--- config.mk ---
export PLATFORM = sky130hd
export DESIGN_NAME = dcnn_load_sequencer
export DESIGN_NICKNAME = d
export VERILOG_FILES = /design/src/rtl/dcnn_pkg.sv /design/src/rtl/dcnn_edge_detect.sv /design/src/rtl/dcnn_load_sequencer.sv
export SDC_FILE = /design/constraint.sdc
export NUM_CORES = 1
export LEC_CHECK = 0
export CORE_AREA = 2 2 397 399
export CTS_CLUSTER_DIAMETER = 100
export DETAILED_ROUTE_END_ITERATION = 8
export DIE_AREA = 0 0 399 401
export MAX_ROUTING_LAYER = met4
export PLACE_DENSITY = 0.44
export SLEW_MARGIN = 20
export SYNTH_ARGS = -nofsm -noshare
export SYNTH_HDL_FRONTEND = slang
export SYNTH_SLANG_ARGS = --single-unit
--- constraint.sdc ---
create_clock -name clk -period 2.7 [get_ports clk]
set_input_delay 0.27 -clock clk [delete_from_list [all_inputs] [get_ports clk]]
set_output_delay 0.27 -clock clk [all_outputs]
set_load 0.005 [all_outputs]
--- src/rtl/dcnn_pkg.sv ---
// Shared types and default geometry for the DCNN load sequencer.
package dcnn_pkg;

    typedef enum logic [1:0] {
        IDLE     = 2'd0,
        LOAD_IMG = 2'd1,
        LOAD_CNN = 2'd2,
        FINISH   = 2'd3
    } state_t;

    localparam int unsigned DEF_ROW_W  = 480;
    localparam int unsigned DEF_N_ROWS = 29;
    localparam int unsigned DEF_WORD_W = 16;

endpackage

--- src/rtl/dcnn_edge_detect.sv ---
// Registers the host send strobe and flags its rising edge in the current cycle.
module dcnn_edge_detect (
    input  logic clk,
    input  logic rst,
    input  logic i_sig,
    output logic o_rise
);

    logic r_q;

    always_ff @(posedge clk) begin
        if (rst) begin
            r_q <= 1'b0;
        end else begin
            r_q <= i_sig;
        end
    end

    assign o_rise = i_sig & ~r_q;

endmodule

--- src/rtl/dcnn_load_sequencer.sv ---
// Two-phase DCNN load: N_ROWS image rows on send edges, then CNN words until word_last.
// Optional watchdog enabled by defining DCNN_LOAD_TIMEOUT_EN (adds parameter TIMEOUT).
module dcnn_load_sequencer
    import dcnn_pkg::*;
#(
    parameter int unsigned ROW_W     = DEF_ROW_W,
    parameter int unsigned N_ROWS    = DEF_N_ROWS,
    parameter int unsigned WORD_W    = DEF_WORD_W,
    parameter int unsigned MAX_WORDS = 4096,
    parameter int unsigned ADDR_W    = 12,
    parameter int unsigned RADDR_W   = 5
`ifdef DCNN_LOAD_TIMEOUT_EN
    , parameter int unsigned TIMEOUT = 1024
`endif
) (
    input  logic               clk,
    input  logic               rst,
    input  logic               start,
    input  logic               send,
    input  logic               stop,
    input  logic [ROW_W-1:0]   host_row,
    input  logic               word_valid,
    input  logic [WORD_W-1:0]  host_word,
    input  logic               word_last,
    output logic               row_we,
    output logic [RADDR_W-1:0] row_addr,
    output logic [ROW_W-1:0]   row_out,
    output logic               cnn_we,
    output logic [ADDR_W-1:0]  cnn_addr,
    output logic [WORD_W-1:0]  cnn_word,
    output logic               load_process,
    output logic               cnn_image,
    output logic               done,
    output logic               err
);

    state_t r_state;
    state_t w_next;

    logic [RADDR_W-1:0] r_row_cnt;
    logic [ADDR_W-1:0]  r_cnn_cnt;

    logic w_send_rise;
    logic w_row_acc;
    logic w_word_acc;
    logic w_last_row;
    logic w_full;
    logic w_timeout;

    logic w_row_we;
    logic w_cnn_we;
    logic w_done;
    logic w_load_process;
    logic w_cnn_image;
    logic w_err;

    dcnn_edge_detect u_send_edge (
        .clk    (clk),
        .rst    (rst),
        .i_sig  (send),
        .o_rise (w_send_rise)
    );

    assign w_row_acc  = (r_state == LOAD_IMG) && w_send_rise && !stop;
    assign w_word_acc = (r_state == LOAD_CNN) && word_valid && !stop;
    assign w_last_row = (r_row_cnt == RADDR_W'(N_ROWS - 1));
    assign w_full     = (r_cnn_cnt == ADDR_W'(MAX_WORDS - 1));

`ifdef DCNN_LOAD_TIMEOUT_EN
    logic [31:0] r_wdog;
    logic        w_loading;

    assign w_loading = (r_state == LOAD_IMG) || (r_state == LOAD_CNN);
    // Stop-held cycles count as stalls; any acceptance restarts the count.
    assign w_timeout = w_loading && !w_row_acc && !w_word_acc && (r_wdog == TIMEOUT - 1);

    always_ff @(posedge clk) begin
        if (rst || !w_loading || w_row_acc || w_word_acc || w_timeout) begin
            r_wdog <= '0;
        end else begin
            r_wdog <= r_wdog + 32'd1;
        end
    end
`else
    assign w_timeout = 1'b0;
`endif

    always_ff @(posedge clk) begin
        if (rst) begin
            r_state <= IDLE;
        end else begin
            r_state <= w_next;
        end
    end

    always_comb begin
        w_next = r_state;
        case (r_state)
            IDLE: begin
                if (start) w_next = LOAD_IMG;
            end
            LOAD_IMG: begin
                if (w_timeout)                    w_next = IDLE;
                else if (w_row_acc && w_last_row) w_next = LOAD_CNN;
            end
            LOAD_CNN: begin
                if (w_timeout)                                w_next = IDLE;
                else if (w_word_acc && (word_last || w_full)) w_next = FINISH;
            end
            FINISH: begin
                w_next = IDLE;
            end
            default: begin
                w_next = IDLE;
            end
        endcase
    end

    always_comb begin
        w_row_we       = 1'b0;
        w_cnn_we       = 1'b0;
        w_done         = 1'b0;
        w_load_process = load_process;
        w_cnn_image    = cnn_image;
        w_err          = err;
        case (r_state)
            IDLE: begin
                if (start) begin
                    w_load_process = 1'b1;
                    w_err          = 1'b0;
                end
            end
            LOAD_IMG: begin
                if (w_row_acc) begin
                    w_row_we = 1'b1;
                    if (w_last_row) w_cnn_image = 1'b1;
                end
            end
            LOAD_CNN: begin
                if (w_word_acc) begin
                    w_cnn_we = 1'b1;
                    if (w_full && !word_last) w_err = 1'b1;
                end
            end
            FINISH: begin
                w_done         = 1'b1;
                w_load_process = 1'b0;
                w_cnn_image    = 1'b0;
            end
            default: begin
                w_load_process = 1'b0;
                w_cnn_image    = 1'b0;
            end
        endcase
        if (w_timeout) begin
            w_load_process = 1'b0;
            w_cnn_image    = 1'b0;
            w_err          = 1'b1;
        end
    end

    always_ff @(posedge clk) begin
        if (rst) begin
            row_we       <= 1'b0;
            row_addr     <= '0;
            row_out      <= '0;
            cnn_we       <= 1'b0;
            cnn_addr     <= '0;
            cnn_word     <= '0;
            load_process <= 1'b0;
            cnn_image    <= 1'b0;
            done         <= 1'b0;
            err          <= 1'b0;
            r_row_cnt    <= '0;
            r_cnn_cnt    <= '0;
        end else begin
            row_we       <= w_row_we;
            cnn_we       <= w_cnn_we;
            done         <= w_done;
            load_process <= w_load_process;
            cnn_image    <= w_cnn_image;
            err          <= w_err;
            if ((r_state == IDLE) && start) begin
                r_row_cnt <= '0;
                r_cnn_cnt <= '0;
            end
            if (w_row_we) begin
                row_addr  <= r_row_cnt;
                row_out   <= host_row;
                r_row_cnt <= r_row_cnt + RADDR_W'(1);
            end
            if (w_cnn_we) begin
                cnn_addr  <= r_cnn_cnt;
                cnn_word  <= host_word;
                r_cnn_cnt <= r_cnn_cnt + ADDR_W'(1);
            end
        end
    end

endmodule

==> metrics.md <==
| Metric | Value |
|---|---|
| Status | complete, no violations |
| Avg Vias per Cell | approximately 3.6 |
| WS Path Type | reg -> out |
| Routability cong. | 0.892 |
| Port bufs | 1021 |
| First-pass GRT wire length | 147 mm |
| Total vias in the final route | about 20000 |
| Req. time, crit path | 2.43 ns |
| FFs w/ async S/R, synth | 0 |
| Finished Core Util | 0.218 |
| Num CTS Buffers | 74 |
| Predominant post-synthesis flop cell | dfxtp_1 |
| Sw power | 6.18 mW |
| DRC violations left | 0 |
| Seq pwr share | 0.390 |
| Pin count of the biggest net entering global routing | between 100 and 150 |
| Yosys cell types | 41 |
| Max_cap viols | 0 |
| Max Clock Freq | 429 MHz |
| LEAKAGE | around 11 nW |
| Std-Cell Rows | 145 |
| TritonCTS clock tree | built |
| Internal power | 16.1 mW |
| Yosys warns | 0 |
| Nets | between 3000 and 4000 |
| Initial Util | 0.121 |
| Io pins | 1022 |
| CP Capture Type | primary output |
| Clk Latency, worst-skew pair | 0.68 ns |
| Simple-gate share of the synthesized area | 0.227 |
| Worst path top cell family by delay | flip-flops |
| Mux contribution to synthesized area | 0.000533 |
| Tot Pwr | roughly 22 mW |
| Tcrit/Tclk final | 0.863 |
| PwrDens | roughly 660 nW/um2 |
| Die W | 399 um |
| Tmin final | 2.33 ns |
| Crit path max fanout | 2 |
| RSZ-0062 raised after global routing | false |
| Final-report hold violation count | 0 |
| Routed Antenna Nets | 0 |
| Top-count cell post-synth | nand2_1 |
| Clk buf depth | 3 |
| Final setup TNS | 0 ns |
| Finished Layout Cells | 5482 |
| Switching share of power | 0.277 |
| Least-Margin Pin Slew | 0.841 ns |
| Post-CTS Setup Bufs | 0 |
| Worst path slowest cell | dfxtp_1 |
| Top cells by area, synth | dfxtp_1 57%, nand2_1 21%, a21oi_1 14% |
| Worst Path Buf+Inv | 1 |
| CP max stage delay | 0.72 ns |
| Dpl cells | 5335 |
| Crit-path cells | clkdlybuf4s50_1 |
| Initial antenna violation count | 23 |
| VDD IR max | 0.000378 V |
| Vias in the first global route | 19500 |
| Slew Limit Fails | 0 |
| Synthesized cell area | 18800 um2 |
| R2r setup slk | 0.62 ns |
| Routed len/inst | 19.7 um |
| Max_slew headroom | 0.439 |
| Min-Delay Path Class | in -> reg |
| Syn Inst Count | 2389 |
| Synth cell count leaders | 1039 x nand2_1, 539 x dfxtp_1, 530 x a21oi_1 |
| WP data arrival | 2.06 ns |
| Core area | 156000 um2 |
| Clk root buf | clkbuf_16 |
| Area of the die | 160000 um2 |
| Adder-cell share of the synthesized area | 0.00533 |
| Sequential area share after synthesis | 0.574 |
| Clock power frac | 0.448 |
| Post-synth EDFFs | 0 |
| CTS Sinks | 539 |
| CTS resizes | 0 |
| Synth Area in Compound Gates | 0.150 |
| Die height | 401 um |
| Synth Area in XOR/XNOR | 0 |
| DP HPWL | 82.7 mm |
| Syn_nets | 2900 |
| Hold buffers post-CTS | 1 |
| Startpoint types | register |
| Area Growth Syn to Fin | 80.8% |
| Mean Syn Cell Area | 7.86 um2 |
| Yosys top cell area share | 0.574 |
| GRT overflow | 0 |
| Clock slew at reported path FFs | 0.06 ns |
| Area leader, netlist | dfxtp_1 |
| Share of layout cells above drive strength 1 | 0.0496 |
| Largest family of logic cells by synthesized area | simple AND/OR/NAND/NOR gates |
| Final wirelength | ~110 mm |
| FF+latch count, synth | between 500 and 600 |
| Starting DRC count in detailed routing | 1252 |
| First-pass DRT Iterations | 9 |
| Gr usage total | 0.132 |
| Min Hold Slack | about 0.13 ns |
| Post-Route Skew | 0.0533 ns |
| Final setup vio count | 0 |
| Logic gate share of total power | 0.162 |
| # H-tree levels | 3 |
state kept, by name, indices dropped and copies added (netlist names), 2 cells and up:
signal     cells
r_row_cnt      5
r_cnn_cnt     12
row_addr       5
r_state        2
cnn_addr      12
row_out      480
cnn_word      16
kinds of logic (layout without fill, tap and decap cells):
kind of cell | Yosys count | after routing
simple gates | 1099 | 1099
other cells | 0 | 19
mux | 1 | 1
fa+ha+maj | 8 | 8
compound gates | 554 | 554
flops | 539 | 539
buf+inv | 188 | 1204
power groups by stage:
stage,Sequential [mW],Clock (mW),Combinational [mW]
floorplan,8.84,0,1.22
global placement,8.84,0,3.68
detailed placement,8.85,0,3.66
CTS,8.69,10.4,3.68
global route,8.74,10.7,3.90
finish,8.69,9.99,3.61
path summary, 6_finish.rpt:
kind,start,to,cells past startpoint
setup / recovery,row_addr[3],row_addr[3],1
hold / removal,host_word[2],cnn_word[2],3
setup reg to reg,r_state[1],row_out[224],7
hold reg to reg,row_out[247],row_out[247],2
metal layers:
layer  wire length, um  global-route usage  vias up
li1                  -                   -     9679
met1             45900               0.155     9377
met2             52000               0.219      680
met3              7980              0.0424      119
met4              2100              0.0289        0
met5                 0                   -        -
cell type report:
cell class / count / area (um2)
antenna: 19 / 47.5
clock buffer: 104 / 2120
clock inverter: 23 / 342
fill: 17200 / 122000
inverter: 6 / 22.5
multi-input combinational: 1662 / 7210
sequential: 539 / 10800
tap: 2058 / 2570
timing repair buffer: 1071 / 10900
cells in the final DEF, fill, tap and decap left out, types with 2 or more instances in the layout:
cell type | Yosys | routed
dfxtp_1 | 539 | 539
a211oi_1 | 4 | 4
clkdlybuf4s50_1 | 0 | 1020
buf_12 | 0 | 20
bufinv_16 | 0 | 3
nand4_1 | 5 | 5
clkinv_8 | 0 | 2
inv_1 | 6 | 6
nor2b_1 | 2 | 2
buf_4 | 4 | 29
nand2_1 | 1039 | 1039
inv_6 | 0 | 3
inv_16 | 0 | 2
nand3b_1 | 4 | 4
clkbuf_16 | 0 | 74
clkbuf_1 | 106 | 14
a41oi_1 | 2 | 2
a21oi_1 | 530 | 530
and4_1 | 3 | 3
nor3_1 | 2 | 2
nor4_1 | 2 | 2
clkinv_4 | 0 | 2
a311oi_1 | 4 | 4
clkbuf_8 | 0 | 16
a31oi_1 | 2 | 2
o21ai_0 | 8 | 8
nor2_1 | 21 | 21
nand3_1 | 8 | 8
clkinv_16 | 0 | 3
diode_2 | 0 | 19
ha_1 | 8 | 8
clkinvlp_4 | 0 | 2
clkinv_2 | 0 | 6
stage by stage:
step | setup WS, ns | instance area, um2
floorplan | 1.08 | 18800
global placement | 0.573 | 31400
detailed placement | 0.558 | 31400
CTS | 0.264 | 33900
global route | 0.292 | 34000
finish | 0.371 | 34000
(Power assumes the default switching activity.)
